$ cat config.mk
export PLATFORM = sky130hd
export DESIGN_NAME = seven_seg_reader
export DESIGN_NICKNAME = d
export VERILOG_FILES = /design/src/rtl/seven_seg_reader.sv
export SDC_FILE = /design/constraint.sdc
export NUM_CORES = 1
export LEC_CHECK = 0
export CAP_MARGIN = 20
export CORE_ASPECT_RATIO = 1.75
export CORE_MARGIN = 3
export CORE_UTILIZATION = 60
export CTS_BUF_LIST = sky130_fd_sc_hd__clkbuf_8
export CTS_CLUSTER_DIAMETER = 200
export DETAILED_ROUTE_END_ITERATION = 10
export PLACE_DENSITY = 0.95
export SYNTH_ARGS = -nofsm -noshare
export SYNTH_HDL_FRONTEND = slang
export SYNTH_SLANG_ARGS = --single-unit
export TNS_END_PERCENT = 100
$ cat constraint.sdc
create_clock -name i_clk -period 5.2 [get_ports i_clk]
set_input_delay 1.3 -clock i_clk [delete_from_list [all_inputs] [get_ports i_clk]]
set_output_delay 1.3 -clock i_clk [all_outputs]
set_load 0.02 [all_outputs]
$ cat src/rtl/seven_seg_reader.sv
// Reads back four active-low seven-segment digits, waits for STABLE_CYCLES identical samples,
// then latches the decoded values with a one-cycle o_valid strobe. Optional sum check: SEVEN_SEG_READER_CHECK_EN.
module seven_seg_reader #(
  parameter int unsigned STABLE_CYCLES = 4
) (
  input  logic       i_clk,
  input  logic       i_rst,
  input  logic [6:0] i_hex0,
  input  logic [6:0] i_hex1,
  input  logic [6:0] i_hex2,
  input  logic [6:0] i_hex3,
  output logic [3:0] o_a,
  output logic [3:0] o_b,
  output logic [4:0] o_sum,
  output logic       o_valid,
  output logic       o_err,
  output logic       o_mismatch
);

  localparam int CNT_W = (STABLE_CYCLES < 2) ? 1 : $clog2(STABLE_CYCLES + 1);
  localparam logic [CNT_W-1:0] CNT_MAX = CNT_W'(STABLE_CYCLES);
  localparam logic [CNT_W-1:0] CNT_ONE = CNT_W'(1);

  typedef enum logic [1:0] {
    IDLE   = 2'd0,
    SETTLE = 2'd1,
    LOCKED = 2'd2
  } state_t;

  typedef struct packed {
    logic       legal;
    logic [3:0] value;
  } digit_t;

  localparam logic [6:0] SEG_ZERO = 7'b1000000;
  localparam logic [6:0] SEG_ONE  = 7'b1111001;

  // Full hex decode; anything outside the table is illegal and reads as zero.
  function automatic digit_t decode_digit(input logic [6:0] seg);
    digit_t d;
    d = '0;
    case (seg)
      7'b1000000: d = '{1'b1, 4'h0};
      7'b1111001: d = '{1'b1, 4'h1};
      7'b0100100: d = '{1'b1, 4'h2};
      7'b0110000: d = '{1'b1, 4'h3};
      7'b0011001: d = '{1'b1, 4'h4};
      7'b0010010: d = '{1'b1, 4'h5};
      7'b0000010: d = '{1'b1, 4'h6};
      7'b1111000: d = '{1'b1, 4'h7};
      7'b0000000: d = '{1'b1, 4'h8};
      7'b0010000: d = '{1'b1, 4'h9};
      7'b0001000: d = '{1'b1, 4'hA};
      7'b0000011: d = '{1'b1, 4'hB};
      7'b1000110: d = '{1'b1, 4'hC};
      7'b0100001: d = '{1'b1, 4'hD};
      7'b0000110: d = '{1'b1, 4'hE};
      7'b0001110: d = '{1'b1, 4'hF};
      default:    d = '0;
    endcase
    return d;
  endfunction

  state_t           state, state_next;
  logic [27:0]      r_snap;
  logic [CNT_W-1:0] r_cnt;
  logic [CNT_W-1:0] cnt_next;
  logic [27:0]      sample;
  logic             changed;
  logic             full;
  logic             latch;

  digit_t     dig_a;
  digit_t     dig_b;
  digit_t     dig_s;
  logic       h3_legal;
  logic       h3_one;
  logic [4:0] sum_now;
  logic       err_now;

  assign sample = {i_hex3, i_hex2, i_hex1, i_hex0};

  assign dig_a    = decode_digit(i_hex0);
  assign dig_b    = decode_digit(i_hex1);
  assign dig_s    = decode_digit(i_hex2);
  assign h3_one   = (i_hex3 == SEG_ONE);
  assign h3_legal = h3_one || (i_hex3 == SEG_ZERO);
  assign sum_now  = {h3_one, dig_s.value};
  assign err_now  = !dig_a.legal || !dig_b.legal || !dig_s.legal || !h3_legal;

  // Stability counter and latch decision. IDLE always treats the sample as new data.
  always_comb begin
    // NOTE: every always_comb output gets a default first so no path can infer a latch.
    state_next = state;
    latch      = 1'b0;
    changed    = (sample != r_snap) || (state == IDLE);
    if (changed) begin
      cnt_next = CNT_ONE;
    end else if (r_cnt >= CNT_MAX) begin
      cnt_next = CNT_MAX;
    end else begin
      cnt_next = r_cnt + CNT_ONE;
    end
    full = (cnt_next == CNT_MAX);

    case (state)
      IDLE: begin
        state_next = full ? LOCKED : SETTLE;
        latch      = full;
      end
      SETTLE: begin
        if (full) begin
          state_next = LOCKED;
          latch      = 1'b1;
        end
      end
      LOCKED: begin
        // With STABLE_CYCLES = 1 a change re-latches without leaving LOCKED.
        if (changed) begin
          state_next = full ? LOCKED : SETTLE;
          latch      = full;
        end
      end
      default: state_next = IDLE;
    endcase
  end

  always_ff @(posedge i_clk) begin
    // NOTE: sequential state uses non-blocking assignments so every register sees pre-edge values.
    if (i_rst) begin
      state   <= IDLE;
      r_snap  <= '1;
      r_cnt   <= '0;
      o_a     <= '0;
      o_b     <= '0;
      o_sum   <= '0;
      o_err   <= 1'b0;
      o_valid <= 1'b0;
    end else begin
      state   <= state_next;
      // Unconditional load: when the sample is unchanged it already equals r_snap.
      r_snap  <= sample;
      r_cnt   <= cnt_next;
      o_valid <= latch;
      if (latch) begin
        o_a   <= dig_a.value;
        o_b   <= dig_b.value;
        o_sum <= sum_now;
        o_err <= err_now;
      end
    end
  end

`ifdef SEVEN_SEG_READER_CHECK_EN
  logic [4:0] ab_sum;
  assign ab_sum = {1'b0, dig_a.value} + {1'b0, dig_b.value};

  always_ff @(posedge i_clk) begin
    if (i_rst) begin
      o_mismatch <= 1'b0;
    end else if (latch) begin
      o_mismatch <= (ab_sum != sum_now);
    end
  end
`else
  assign o_mismatch = 1'b0;
`endif

endmodule

==> flow_summary.yaml <==
floorplan:
  ios: 46
  coreArea_sq_mm: 0.00471
  die_area_sq_mm: 0.00577
  die_y_um: 98.3
  start_util_pct: 62.0
  fp.dieW_um: 58.7
  rows: 33
critical_path:
  start_kind: "input pin"
  crit_buf_inv: 2
  cp.arrival_ps: 4260
  worst-path-max-fanout: 15
  crit_type: "in -> reg"
  path_delay_family: "simple AND/OR/NAND/NOR gates"
  worstPathCellList: "clkdlybuf4s50_1 -> xor2_1 -> nor4_1 -> nand3_2 -> nor4_4 -> buf_4 -> nor2_1 -> a311oi_1"
  slowest_delay_ps: 690
  critPathCaptureType: "flop"
  slowest_stage: "clkdlybuf4s50_1"
  crit_required_ps: 5380
sta:
  clock_skew_ps: 10.1
  rsz0062_at_grt: "false"
  worstMarginPinSlew_ps: 1070
  setup_violations: 0
  setup_tns_ps: 0
  maxSlewHeadroom_pct: 28.3
  timing.hold.ws_ps: 518
  max_freq_mhz: 245
  min_period_ps: 4080
  slew_viol_final: 0
  hold_viol: 0
  fin_crit_sh_pct: 78.5
grt:
  grt_pass1_wl_um: 11700
  grt_antenna_before_repair: 0
  grt_pass1_vias: 2487
  track_usage_pct: 26.0
  grt_max_degree: 33
  overflow: 0
placed_design:
  gp_congestion: 0.906
  dp_hpwl_um: 5010
  numPortBuffers: 44
  dp_cells: 410
  postPlaceCellArea_sq_mm: 0.00327
finish:
  syn2layout_area_growth_pct: 15.5
  layout.nets: 397
  drive_gt1_share_pct: 15.6
  postLayoutCellArea_sq_mm: 0.00337
  antenna_cells: 0
  fin_cells: 418
  final_core_utilization_pct: 71.6
synthesis:
  yosys_register_bits: 48
  yosys_warnings: 0
  synth_flop_cell: "dfxtp_1"
  synthesis.nets: 374
  synth.cell_area_sq_mm: 0.00292
  syn_inst: 342
  synth-edff-count: 0
  ys_seq_area_share_pct: 32.9
  yosysUniqueCellTypes: 63
  synth-async-reset-ratio_pct: 0
  syn_avg_cell_area_sq_um: 8.53
pwr:
  p_leak_nw: 1.15
  p_per_area_mw_per_mm2: 226
  peakVddDrop_mv: 0.242
flow_run:
  cap_viol_max_count: 0
drt:
  firstDrtPassIters: 5
  route.detailed.drc: 0
  drt-total-wl_um: 7150
  drtIter0Drc: 234
  via_per_inst: 6.25
  wl_per_cell_um: 17.1
  drtAntennaViolNets: 0
  vias: 2613
clock_tree:
  htreeDepth: 2
  cts_inserted_buffers: 5
  clockBufferDepth: 2
  path_clk_slew_ps: 90
  cts-root-buf: "clkbuf_8"
  cts_setup_buffers: 0
  cts.hold.buffers_added: 0
  cts.sinks: 48
  cts_tree: "yes"
  clock_latency_ps: 320
  cts_resized: 0
min_path:
  holdCritPathClass: "reg -> reg"
run_status:
  status: "complete, no violations"
==> synth_stat cells (6+ instances only) <==
cell	n	area share, %
a21oi_1	8	1.4
buf_6	6	2.3
clkbuf_1	19	2.4
dfxtp_1	48	33
inv_1	6	0.77
mux2i_1	7	2.4
nand2_1	11	1.4
nand2b_1	8	1.7
nand3_1	8	1.4
nor2_1	40	5.1
nor2b_1	6	1.3
nor4_1	10	2.1
o21ai_0	6	1.0
or2_2	29	6.2
xor2_1	31	9.3
==> registers in the layout, indices dropped and copies added, names as in the netlist <==
name	count
o_valid	1
r_snap	28
o_err	1
o_sum	5
o_a	4
state	2
o_b	4
r_cnt	3
==> final timing paths <==
check	slack, ps	endpoint	startpoint	cells after the start
max	1120	o_a[1]	i_hex1[6]	8
min	520	o_sum[4]	o_sum[4]	2
max reg2reg	2530	o_a[1]	r_cnt[0]	8
min reg2reg	520	o_sum[4]	o_sum[4]	2
==> metal layers <==
metal	track usage, %	wire length, um	vias to the layer above	part of all wire (%)
li1	-	-	1259	-
met1	29.0	2680	1227	37
met2	45.9	3870	105	54
met3	4.50	331	22	4.6
met4	12.4	267	0	3.7
met5	0	0	-	0
==> through the flow <==
stage	power, W	setup slack [ps]
after floorplan	0.000484	2300
after global placement	0.000522	1050
after detailed placement	0.000526	940
after CTS	0.000761	1200
after global routing	0.000788	968
final	0.000760	1120
==> tightest hold or removal path, delay by kind of cell, from the launching register on <==
kind | cells | cell delay [ps]
flops | 1 | 340
mux | 1 | 70
simple gates | 1 | 70
==> cells in the final DEF (no fill, tap or decap), drive strengths merged, types with 5 or more instances in the layout <==
cell type / netlist / final
a21oi: 8 / 8
a32oi: 5 / 5
nor2b: 6 / 6
o21ai: 6 / 6
mux2i: 7 / 7
nor3b: 5 / 5
clkbuf: 19 / 6
nor2: 44 / 44
nand2b: 8 / 8
xor2: 31 / 31
nand2: 11 / 11
nor3: 5 / 5
or2: 29 / 29
nor4: 14 / 14
inv: 6 / 6
a211oi: 8 / 8
nand3: 9 / 9
dfxtp: 48 / 48
clkdlybuf4s50: 0 / 44
==> report_power, final <==
part / internal (W) / switching (W)
combinational: 0.0000588 / 0.0000756
clock: 0.000108 / 0.000132
sequential: 0.000380 / 0.00000580
==> area by class of cell <==
class / count / area (sq um)
Tap cell: 52 / 65.1
Multi-Input combinational cell: 257 / 1760
Clock buffer: 6 / 82.6
Inverter: 6 / 22.5
Clock inverter: 2 / 15.0
Fill cell: 369 / 1340
Sequential cell: 48 / 961
Timing Repair Buffer: 47 / 463
==> logic make-up after synthesis <==
logic type | after synthesis | synth area share, %
simple gates | 154 | 31.0
compound gates | 60 | 15.9
flops | 48 | 32.9
buf+inv | 37 | 6.73
xor+xnor | 32 | 9.61
mux | 8 | 2.79
fa+ha+maj | 2 | 0.857
other cells | 1 | 0.129
Note: power is estimated with default switching activity, not from simulation.
